**src/rtl/fifo_8bits_pkg.sv**
```systemverilog
// Shared sizing defaults for the lane FIFO, also used by the demux and the four-lane wrapper.
package fifo_8bits_pkg;

  localparam int FIFO_DATA_W = 8;
  localparam int FIFO_ADDR_W = 3;
  localparam int FIFO_DEPTH  = 1 << FIFO_ADDR_W;

  // Net occupancy change implied by the accepted write/read pair in a cycle.
  typedef enum logic [1:0] {
    CNT_HOLD = 2'b00,
    CNT_DEC  = 2'b01,
    CNT_INC  = 2'b10,
    CNT_BOTH = 2'b11
  } cnt_op_e;

endpackage

```
**src/rtl/fifo_8bits_mem.sv**
```systemverilog
// DEPTH x DATA_W register array with one write port and one registered read port.
module mem_2p_8bits
  import fifo_8bits_pkg::*;
#(
  parameter int DATA_W = FIFO_DATA_W,
  parameter int ADDR_W = FIFO_ADDR_W
) (
  input  logic              clk,
  input  logic              reset_L,
  input  logic              wr_en,
  input  logic [ADDR_W-1:0] wr_addr,
  input  logic [DATA_W-1:0] wr_data,
  input  logic              rd_en,
  input  logic [ADDR_W-1:0] rd_addr,
  output logic [DATA_W-1:0] rd_data
);

  logic [DATA_W-1:0] mem_r [(1 << ADDR_W)];
  logic [DATA_W-1:0] rd_data_r;

  // Storage write; the array is deliberately left uncleared by reset.
  always_ff @(posedge clk) begin
    if (wr_en) begin
      mem_r[wr_addr] <= wr_data;
    end
  end

  // Read register holds its last word between accepted reads.
  always_ff @(posedge clk or negedge reset_L) begin
    if (!reset_L) begin
      rd_data_r <= {DATA_W{1'b0}};
    end else if (rd_en) begin
      rd_data_r <= mem_r[rd_addr];
    end else begin
      rd_data_r <= rd_data_r;
    end
  end

  assign rd_data = rd_data_r;

endmodule

```
**src/rtl/fifo_8bits.sv**
```systemverilog
// Per-lane synchronous byte FIFO with occupancy count, threshold flags and sticky overflow error.
module fifo_8bits
  import fifo_8bits_pkg::*;
#(
  parameter int DATA_W = FIFO_DATA_W,
  parameter int ADDR_W = FIFO_ADDR_W
) (
  input  logic              clk,
  input  logic              reset_L,
  input  logic              push,
  input  logic [DATA_W-1:0] data_in,
  input  logic              pop,
  input  logic [ADDR_W:0]   umbral_alto,
  input  logic [ADDR_W:0]   umbral_bajo,
  output logic [DATA_W-1:0] data_out,
  output logic              valid_out,
  output logic              full,
  output logic              empty,
  output logic              almost_full,
  output logic              almost_empty,
  output logic              error,
  output logic [ADDR_W:0]   count
);

  localparam logic [ADDR_W:0]   DEPTH_C   = {1'b1, {ADDR_W{1'b0}}};
  localparam logic [ADDR_W:0]   CNT_ONE_C = {{ADDR_W{1'b0}}, 1'b1};
  localparam logic [ADDR_W-1:0] PTR_ONE_C = {{(ADDR_W-1){1'b0}}, 1'b1};

  logic [ADDR_W-1:0] wr_ptr_r;
  logic [ADDR_W-1:0] rd_ptr_r;
  logic [ADDR_W:0]   count_r;
  logic              valid_r;
  logic              error_r;
  logic              full_s;
  logic              empty_s;
  logic              wr_en_s;
  logic              rd_en_s;
  cnt_op_e           cnt_op_s;

  assign full_s  = (count_r == DEPTH_C);
  assign empty_s = (count_r == {(ADDR_W+1){1'b0}});

  // Accept decode: a pop frees a slot so push-at-full still lands; no bypass when empty.
  always_comb begin
    rd_en_s  = pop && !empty_s;
    wr_en_s  = push && (!full_s || rd_en_s);
    cnt_op_s = cnt_op_e'({wr_en_s, rd_en_s});
  end

  // Pointers, occupancy, read-valid pulse and sticky overflow.
  always_ff @(posedge clk or negedge reset_L) begin
    if (!reset_L) begin
      wr_ptr_r <= {ADDR_W{1'b0}};
      rd_ptr_r <= {ADDR_W{1'b0}};
      count_r  <= {(ADDR_W+1){1'b0}};
      valid_r  <= 1'b0;
      error_r  <= 1'b0;
    end else begin
      if (wr_en_s) begin
        wr_ptr_r <= wr_ptr_r + PTR_ONE_C;
      end else begin
        wr_ptr_r <= wr_ptr_r;
      end
      if (rd_en_s) begin
        rd_ptr_r <= rd_ptr_r + PTR_ONE_C;
      end else begin
        rd_ptr_r <= rd_ptr_r;
      end
      case (cnt_op_s)
        CNT_INC: count_r <= count_r + CNT_ONE_C;
        CNT_DEC: count_r <= count_r - CNT_ONE_C;
        default: count_r <= count_r;
      endcase
      valid_r <= rd_en_s;
      error_r <= error_r | (push && !wr_en_s);
    end
  end

  mem_2p_8bits #(
    .DATA_W (DATA_W),
    .ADDR_W (ADDR_W)
  ) u_mem (
    .clk     (clk),
    .reset_L (reset_L),
    .wr_en   (wr_en_s),
    .wr_addr (wr_ptr_r),
    .wr_data (data_in),
    .rd_en   (rd_en_s),
    .rd_addr (rd_ptr_r),
    .rd_data (data_out)
  );

  assign valid_out    = valid_r;
  assign error        = error_r;
  assign count        = count_r;
  assign full         = full_s;
  assign empty        = empty_s;
  assign almost_full  = (count_r >= umbral_alto);
  assign almost_empty = (count_r <= umbral_bajo);

endmodule

```
**config.mk**
```make
export PLATFORM = sky130hd
export DESIGN_NAME = fifo_8bits
export DESIGN_NICKNAME = d
export VERILOG_FILES = /design/src/rtl/fifo_8bits_pkg.sv /design/src/rtl/fifo_8bits_mem.sv /design/src/rtl/fifo_8bits.sv
export SDC_FILE = /design/constraint.sdc
export NUM_CORES = 1
export LEC_CHECK = 0
export BUFFER_PORTS_ARGS = -buffer_cell sky130_fd_sc_hd__buf_2
export CAP_MARGIN = 20
export CORE_ASPECT_RATIO = 1.1
export CORE_MARGIN = 2
export CORE_UTILIZATION = 52
export DETAILED_ROUTE_END_ITERATION = 10
export HOLD_SLACK_MARGIN = 0.05
export PLACE_DENSITY = 0.74
export SLEW_MARGIN = 30
export SYNTH_ARGS = -nofsm -noshare
export SYNTH_HDL_FRONTEND = slang
export SYNTH_SLANG_ARGS = --single-unit
```
**constraint.sdc**
```tcl
create_clock -name clk -period 2 [get_ports clk]
set_input_delay 0.3 -clock clk [delete_from_list [all_inputs] [get_ports clk]]
set_output_delay 0.3 -clock clk [all_outputs]
set_load 0.1 [all_outputs]
```
==> results.md, run 1 <==
* Status: finished with violations
* Failing checks: setup timing
* Clock Path Buffers at 2
* Final Setup Violations at 27
* Clk sinks at 84
* Starting DRT DRC Count at about 140
* Starting Density at 52.98%
* Final setup margin at -0.2375 ns
* Share of flip-flops with an asynchronous set or reset at a little under a quarter
* Largest net degree at the start of global routing at 35
* Max-Cap Viols at 0
* Most common cell after layout, fill and taps aside: edfxtp_1
* Power density over the cells at between 1500 and 2000 nW/µm²
* Final wirelength at about 7.3 mm
* Fill cells at between 400 and 500
* Unrepaired setup endpoints after global routing: true
* Core region area at 6887 µm²
* Final hold vios at 0
* Clock root cell: clkbuf_8
* Post-synth top area share at a little over half
* Startpoint types: flip-flop
* Clock latency on the worst-skew pair at between 0.3 and 0.4 ns
* I/O Buffers at 37
* Synth Flop Type: edfxtp_1
* Final non-filler cell total at roughly 410
* Die X at between 80 and 90 µm
* Standard-cell rows at 32
* Tmin final at 2.238 ns
* ANT cells at 0
* Dominant cell type by area after synthesis: edfxtp_1
* Dpl cells at approximately 380
* Worst Clk Skew at ~0.011 ns
* Post-synthesis mux area share at approximately a tenth
* Mapped Nets at around 270
* Die area at around 7700 µm²
* Avg WL per Cell at 17.88 µm
* Simple-gate share of the synthesized area at under 10%
* WS Path Type: reg2out
* Antenna violations before repair at 0
* Nature of the critical path endpoint: primary output
* Area contributors post-synth: edfxtp_1 53%, dfrtp_1 14%, mux2i_1 4.9%
* CTS buffer count at 9
* Critical Path RT at about 1.7 ns
* Post-synth cell types at 39
* Max Slew Vio Count at 0
* Post-synthesis compound-gate area fraction at 8.230%
* All-Layer GR Usage at a little under a fifth
* Largest family of logic cells by synthesized area: multiplexers
* Post-synth EDFFs at between 60 and 70
* Post-DP HPWL at around 4.7 mm
* FF/Latch Area at around 2400 µm²
* Fmax at about 450 MHz
* Nets at 351
* Drt first pass iters at 4
* Min-delay worst type: in2reg
* H-tree levels at 3
* Mapped Area at between 3000 and 4000 µm²
* Pleak at approximately 1.9 nW
* Post-synthesis sequential area ratio at between 60% and 70%
* Final Util at 69.69%
* Cell count after synthesis at 240
* Tcrit/Tclk final at 111.9%
* Synthesis Warnings at 0
* VDD IR max at about 0.0015 V
* Share of layout cells above drive strength 1 at about 44%
* Xor and xnor fraction of the mapped netlist area at 1.920%
* Critical Path AT at roughly 1.9 ns
* Multi-input logic area at ~1400 µm²
* Gp weighted congestion at ~0.75
* Residual DRC count at 0
* Vias in the first global route at about 2.1k
* Gr ovfl total at 0
* Top-Level Pins at 38
* Worst-path clk slew at 0.08 ns
* Slew margin rel. at 60.76%
* DRT antenna net count at 0
* Die Ht at around 92 µm
* Vias at about 2.2k
* Number of synthesized register bits at 84
* CTS tree: done
* Post-Syn Area per Cell at around 15 µm²
* Tightest Pin Transition at approximately 0.6 ns
* Crit path max fanout at 4
* Adder-Cell Fraction of Synth Area at ~4.7%
* DR vias/cell at around 5.4
* Layout area overhead at 31.55%
* First-pass GRT wire length at roughly 11 mm
* Commonest non-fill, non-tap cells in the layout: 64 x edfxtp_1, 33 x buf_2, 20 x buf_6
[layout make-up]
| class | count | area share (%) |
|---|---|---|
| multi-input cells | 135 | 28.91 |
| flip-flops and latches | 84 | 50.78 |
| inverters | 12 | 1.069 |
| clock buffers | 10 | 2.659 |
| well taps | 85 | 2.216 |
| clock inverters | 6 | 1.017 |
| repair buffers | 76 | 13.35 |
[registers in the layout (all words and copies together), names as in the netlist]
name,flops
u_mem.rd_data,8
valid_out,1
u_mem.mem_r,64
rd_ptr_r,3
wr_ptr_r,3
error,1
count,4
[where the power goes]
part / switching [mW] / internal [mW] / total, mW
clock: 0.625 / 0.462 / 1.09
combinational: 2.73 / 1.63 / 4.36
sequential: 0.257 / 2.31 / 2.57
[timing repair]
item | CTS | global route
gates cloned | 0 | 0
setup buffers | 6 | 7
hold endpoints to repair | 20 | 0
hold buffers | 1 | 0
pin swaps | 11 | 16
resized for setup | 22 | 26
endpoints found under the setup margin | 21 | 63
[kinds of logic after synthesis]
group / Yosys count
and+or+nand+nor: 41
xor gates and xnor gates: 8
AOI/OAI and AO/OA: 38
DFF: 84
buffers and inverters: 21
adders and majority gates: 13
muxes: 35
[cell usage after synthesis (2+ instances only)]
cell type  number
mux2_2         12
o21ai_1         8
ha_1           12
o22ai_1         8
mux2i_1        18
xnor2_1         6
a21o_1          4
buf_4           2
dfrtp_1        20
a221o_1         8
nand2_1        19
edfxtp_1       64
inv_1          11
buf_1           2
nor2_1          7
mux2_1          4
nor2b_1         2
nor3_1          4
nand2b_1        4
o21a_1          3
xor2_1          2
buf_6           3
[through the flow]
step | TNS, ns | power (mW) | hold WS [ns] | instance area [µm²] | setup WS, ns
2_1_floorplan | -0.8181 | 5.469 | 0.004409 | 3762 | -0.2734
3_3_place_gp | -0.09402 | 6.376 | 0.2737 | 4263 | -0.05311
3_5_place_dp | -1.049 | 6.447 | 0.2794 | 4263 | -0.1165
4_1_cts | -4.489 | 7.799 | 0.2095 | 4621 | -0.2533
5_1_grt | -4.542 | 8.408 | 0.2145 | 4800 | -0.2809
6_report | -1.710 | 8.016 | 0.2236 | 4800 | -0.2375
[worst max-delay path, stage by stage, from the launching register on]
cell,delay (ns)
dfrtp_4,0.51
inv_4,0.08
ha_4,0.19
nand2b_4,0.13
a21o_1,0.16
a21o_1,0.15
a21o_4,0.20
buf_12,0.16
[path summary, 6_finish.rpt]
path	startpoint	to	slack, ns	cells after the start
setup / recovery	count[0]	almost_full	-0.24	7
hold reg to reg	error	error	0.48	1
max in group asynchronous	reset_L	count[2]	1.19	2
setup reg to reg	count[0]	count[3]	-0.16	9
hold / removal	data_in[5]	u_mem.mem_r[0][5]	0.22	1
min in group asynchronous	reset_L	u_mem.rd_data[7]	0.44	2
[metal layers]
| metal | routed length (µm) | global-route usage, % | vias up |
|---|---|---|---|
| met2 | 3925 | 33.47 | 42 |
| met3 | 214 | 3.060 | 7 |
| met1 | 3082 | 23.90 | 1089 |
| met4 | 73 | 6.855 | 0 |
| met5 | 0 | 0 | - |
| li1 | - | - | 1061 |
Power figures use the tool's default switching activity.
==> run 2: changes to the inputs <==
--- a/config.mk
+++ b/config.mk
@@ -7,7 +7,6 @@
 export LEC_CHECK = 0
 export BUFFER_PORTS_ARGS = -buffer_cell sky130_fd_sc_hd__buf_2
 export CAP_MARGIN = 20
-export CORE_ASPECT_RATIO = 1.1
 export CORE_MARGIN = 2
 export CORE_UTILIZATION = 52
 export DETAILED_ROUTE_END_ITERATION = 10
==> constraint.sdc (replaced) <==
create_clock -name clk -period 2 [get_ports clk]
set_input_delay 0.4 -clock clk [delete_from_list [all_inputs] [get_ports clk]]
set_output_delay 0.4 -clock clk [all_outputs]
set_load 0.1 [all_outputs]
==> results.md, run 2 (synthesis results as in run 1) <==
* Status: finished with violations
* Failing checks: setup timing
* Final non-filler cell total at ~420
* CP cell instances: buf_6 > ha_4 > nor2b_4 > o21a_1 > o21a_1 > o21ai_4 > buf_12
* Crit-path most repeated cell: o21a_1
* Clk sinks at 84
* CTS tree: done
* Critical Path AT at ~2.0 ns
* Area of placed instances at around 4300 µm²
* H-tree levels at 3
* Critical Path RT at 1.60 ns
* Final hold vios at 0
* Final Setup Violations at 57
* Die area at between 7000 and 8000 µm²
* Fin area at ~4800 µm²
* Max-Cap Viols at 0
* Final setup margin at -0.4011 ns
* Met1 WL at just under 3 mm
* DR vias/cell at 5.309
* Slew margin rel. at between 50% and 60%
* Share of layout cells above drive strength 1 at between 40% and 50%
* Final wirelength at slightly above 7 mm
* CP max stage cell: dfrtp_4
* WS Path Type: reg2out
* Top routing layer in use: met4
* Die Ht at just under 90 µm
* Pleak at roughly 1.9 nW
* Largest net degree at the start of global routing at 26
* Met2 wire length at 3.841 mm
* Gp weighted congestion at about 0.80
* Tightest Pin Transition at about 0.63 ns
* Sw Share at between 40% and 50%
* Unrepaired setup endpoints after global routing: true
* Worst Clk Skew at 0.01415 ns
* Crit path max fanout at 3
* Multi-input logic area at roughly 1300 µm²
* Max stage delay on crit path at 0.50 ns
* Seq pwr share at 31.3%
* Tcrit/Tclk final at 120.1%
* First-pass GRT wire length at approximately 12 mm
* Clock Path Buffers at 2
* Clock latency on the worst-skew pair at approximately 0.36 ns
* VDD IR max at slightly above 0.002 V
* Gr ovfl total at 0
* Hold_ws at approximately 0.31 ns
* Avg WL per Cell at about 17 µm
* Post-Place Setup Slack at -0.1578 ns
* Max reg flops at 64
* Setup TNS at -5.249 ns
* All-Layer GR Usage at between 20 and 25%
* Post-DP HPWL at around 4.8 mm
* Startpoint types: flip-flop
* FF/Latch Area at approximately 2400 µm²
* I/O Buffers at 37
* DRT antenna net count at 0
* Most common cell after layout, fill and taps aside: edfxtp_1
* Commonest non-fill, non-tap cells in the layout: 64 x edfxtp_1, 33 x buf_2, 26 x buf_4
* Max Slew Vio Count at 0
* Vias in the first global route at 2358
* Top-Level Pins at 38
* Nature of the critical path endpoint: primary output
* Final Util at a little under three quarters
* Met3 wire len at between 200 and 250 µm
* Tmin final at between 2 and 2.5 ns
* Dpl cells at 393
* ANT cells at 0
* Logic pwr share at approximately 53%
* Layout area overhead at 32.58%
* Power density over the cells at between 1500 and 2000 nW/µm²
* Fill cells at approximately 430
* Residual DRC count at 0
* Starting DRT DRC Count at around 110
* Min-delay worst type: in2reg
* Drt first pass iters at 4
* Clock root cell: clkbuf_8
* Nets at ~360
* Core region area at roughly 6800 µm²
* Final Power at roughly 8.2 mW
* Total net switching power at around 3.6 mW
* Starting Density at between 50 and 60%
* Standard-cell rows at 30
* Antenna violations before repair at 0
* Vias at ~2.3k
* Clock power share at between 10% and 20%
* Top reg by flops: u_mem.mem_r
* Worst-path clk slew at roughly 0.090 ns
* P_int at roughly 4.6 mW
* Fmax at about 420 MHz
* Die X at 87.77 µm
* CTS buffer count at 9
## run 2: changes by cell type in the layout (fill, tap and decap cells not counted), sizes merged
cell	change
clkbuf	+1
inv	+1
buf	+5
clkinvlp	-2
## run 2: critical path, delay by kind of cell (launching register included)
kind	cells	cell delay, ns
buffers and inverters	2	0.32
AND/OR/NAND/NOR	1	0.12
flip-flops	1	0.50
adder cells (fa/ha/maj)	1	0.20
AO/OA/AOI/OAI	3	0.51
## run 2: timing repair
item	CTS	global route
gates cloned	0	0
gates resized for setup	23	11
endpoints found under the setup margin	64	66
pin swaps	13	10
setup buffers	13	5
hold buffers	1	0
hold endpoints to repair	20	0
## run 2: power groups by stage
stage               Sequential, mW  Combinational (mW)  Clock [mW]
global placement              2.56                3.85           0
detailed placement            2.58                3.92           0
finish                        2.56                4.35        1.25
global route                  2.60                4.61        1.33
CTS                           2.55                4.25        1.27
floorplan                     3.61                1.87           0
## run 2: cell type report
cell class | instances | share of cell area, %
inverters | 12 | 1.061
well taps | 96 | 2.483
repair buffers | 81 | 13.99
clock buffers | 11 | 3.595
multi-input cells | 135 | 27.55
flip-flops and latches | 84 | 50.39
clock inverters | 5 | 0.9312
## run 2: path summary, 6_finish.rpt
check / from / endpoint / slack (ns) / cells after the start
max in group asynchronous: reset_L / count[0] / 1.10 / 2
min in group asynchronous: reset_L / wr_ptr_r[1] / 0.52 / 2
hold reg to reg: error / error / 0.47 / 1
setup reg to reg: count[1] / count[3] / -0.33 / 10
setup / recovery: count[1] / almost_empty / -0.40 / 7
hold / removal: data_in[7] / u_mem.mem_r[0][7] / 0.31 / 1
## run 2: metal layers
layer  GRT usage, %  up-vias
met2          36.64       46
met4          6.713        0
met5              0        -
met3          5.561       20
li1               -     1070
met1          24.52     1115
==> run 3: changes to the inputs <==
--- a/config.mk
+++ b/config.mk
@@ -8,10 +8,10 @@
 export BUFFER_PORTS_ARGS = -buffer_cell sky130_fd_sc_hd__buf_2
 export CAP_MARGIN = 20
 export CORE_MARGIN = 2
-export CORE_UTILIZATION = 52
+export CORE_UTILIZATION = 62
 export DETAILED_ROUTE_END_ITERATION = 10
 export HOLD_SLACK_MARGIN = 0.05
-export PLACE_DENSITY = 0.74
+export PLACE_DENSITY = 0.82
 export SLEW_MARGIN = 30
 export SYNTH_ARGS = -nofsm -noshare
 export SYNTH_HDL_FRONTEND = slang
==> constraint.sdc (replaced) <==
create_clock -name clk -period 3.1 [get_ports clk]
set_input_delay 0.62 -clock clk [delete_from_list [all_inputs] [get_ports clk]]
set_output_delay 0.62 -clock clk [all_outputs]
set_load 0.1 [all_outputs]
==> results.md, run 3 (synthesis results as in run 1) <==
* All-Layer GR Usage at 21.51%
* Tmin final at about 2.8 ns
* Fmax at 355.8 MHz
* Die X at about 81 µm
* Post-DP HPWL at ~4.3 mm
* Tcrit/Tclk final at 90.65%
* Largest net degree at the start of global routing at 21
* Final Setup Violations at 0
* Vias at 2049
* Clk sinks at 84
* Setup repair bufs after CTS at 0
* Starting DRT DRC Count at 230
* First-pass GRT wire length at 9.694 mm
* Clock Path Buffers at 2
* Unrepaired setup endpoints after global routing: false
* Fin area at roughly 4100 µm²
* Core region area at 5608 µm²
* Vias in the first global route at 2020
* Crit path max fanout at 8
* Clock root cell: clkbuf_8
* Max reg flops at between 60 and 70
* Startpoint types: flip-flop
* Clock latency on the worst-skew pair at 0.35 ns
* Post-Place Setup Slack at approximately 0.43 ns
* Critical Path AT at roughly 2.2 ns
* FF/Latch Area at between 2000 and 2500 µm²
* Fill cells at 376
* Worst-path clk slew at 0.09 ns
* I/O Buffers at 37
* Nets at 317
* Top-Level Pins at 38
* Critical Path RT at between 2 and 2.5 ns
* Gp weighted congestion at 0.7400
* Final wirelength at approximately 6.1 mm
* Avg WL per Cell at around 17 µm
* Slew margin rel. at approximately half
* Die area at about 6500 µm²
* Nature of the critical path endpoint: primary output
* CTS buffer count at 9
* Standard-cell rows at 27
* Commonest non-fill, non-tap cells in the layout: 64 x edfxtp_1, 37 x buf_2, 19 x nand2_1, 19 x dfrtp_1, 18 x mux2i_1
* Tightest Pin Transition at 0.7514 ns
* Final hold vios at 0
* Max Slew Vio Count at 0
* ANT cells at 0
* Dpl cells at 345
* Final non-filler cell total at ~360
* CTS resizes at 0
* Gr ovfl total at 0
* Post-CTS Hold Fix Bufs at 0
* WS Path Type: reg2out
* Top reg by flops: u_mem.mem_r
* Worst Clk Skew at approximately 0.0076 ns
* Status: completed
* Setup TNS at 0 ns
* Die Ht at slightly above 80 µm
* Max-Cap Viols at 0
* Final setup margin at between 0.2 and 0.3 ns
* Min-delay worst type: in2async
* Layout area overhead at 12.79%
* DR vias/cell at 5.676
* Starting Density at about two thirds
* Antenna violations before repair at 0
* H-tree levels at 3
* Area of placed instances at roughly 3900 µm²
* Most common cell after layout, fill and taps aside: edfxtp_1
* Multi-input logic area at between 1000 and 1500 µm²
* Share of layout cells above drive strength 1 at around 29%
* Residual DRC count at 0
* DRT antenna net count at 0
* CTS tree: done
* Drt first pass iters at 4
run 3: cell count changes in the layout (fill, tap and decap cells not counted), sizes merged:
cell	before	now
clkinvlp	2	1
dlygate4sd3	1	0
buf	80	42
inv	14	15
clkinv	1	3
clkbuf	11	9
run 3: through the flow:
| step | utilization [%] | hold slack [ns] |
|---|---|---|
| global route | 73.38 | 0.2392 |
| detailed placement | 70.12 | 0.4700 |
| global placement | 69.86 | 0.4447 |
| floorplan | - | 0.3244 |
| CTS | 73.38 | 0.2135 |
| finish | 73.38 | 0.2108 |
run 3: final cells by class:
type                            count  area share, %
Sequential cell                    84          58.89
Tap cell                           72          2.189
Clock inverter                      7          1.429
Inverter                           12          1.095
Timing Repair Buffer               42          5.412
Clock buffer                        9          3.010
Multi-Input combinational cell    135          27.97
run 3: path summary, 6_finish.rpt:
| path | start | slack [ns] | cells past startpoint | endpoint |
|---|---|---|---|---|
| worst min register to register | u_mem.rd_data[4] | 0.48 | 2 | u_mem.rd_data[4] |
| min in group clk | u_mem.rd_data[4] | 0.48 | 2 | u_mem.rd_data[4] |
| worst max register to register | count[1] | 0.82 | 8 | count[3] |
| worst min-delay path | reset_L | 0.21 | 1 | valid_out |
| worst max-delay path | count[1] | 0.29 | 6 | almost_empty |
| max in group asynchronous | reset_L | 2.55 | 1 | count[0] |
run 3: per-layer routing:
metal,GRT usage (%),up-vias,wire length (µm)
li1,-,992,-
met2,33.92,71,2975
met5,0,-,0
met4,11.69,0,99
met1,28.10,977,2578
met3,4.719,9,466
run 3: critical path, cell delays in order (launching register included):
cell     delay, ns
dfrtp_1       0.48
ha_1          0.33
nor2b_1       0.13
o21a_1        0.16
o21a_1        0.19
o21ai_4       0.11
buf_2         0.43
Power of run 3 is left out: the tool's default activity adds up to more than one toggle a clock period on the data nets, which glitch-free logic cannot reach.
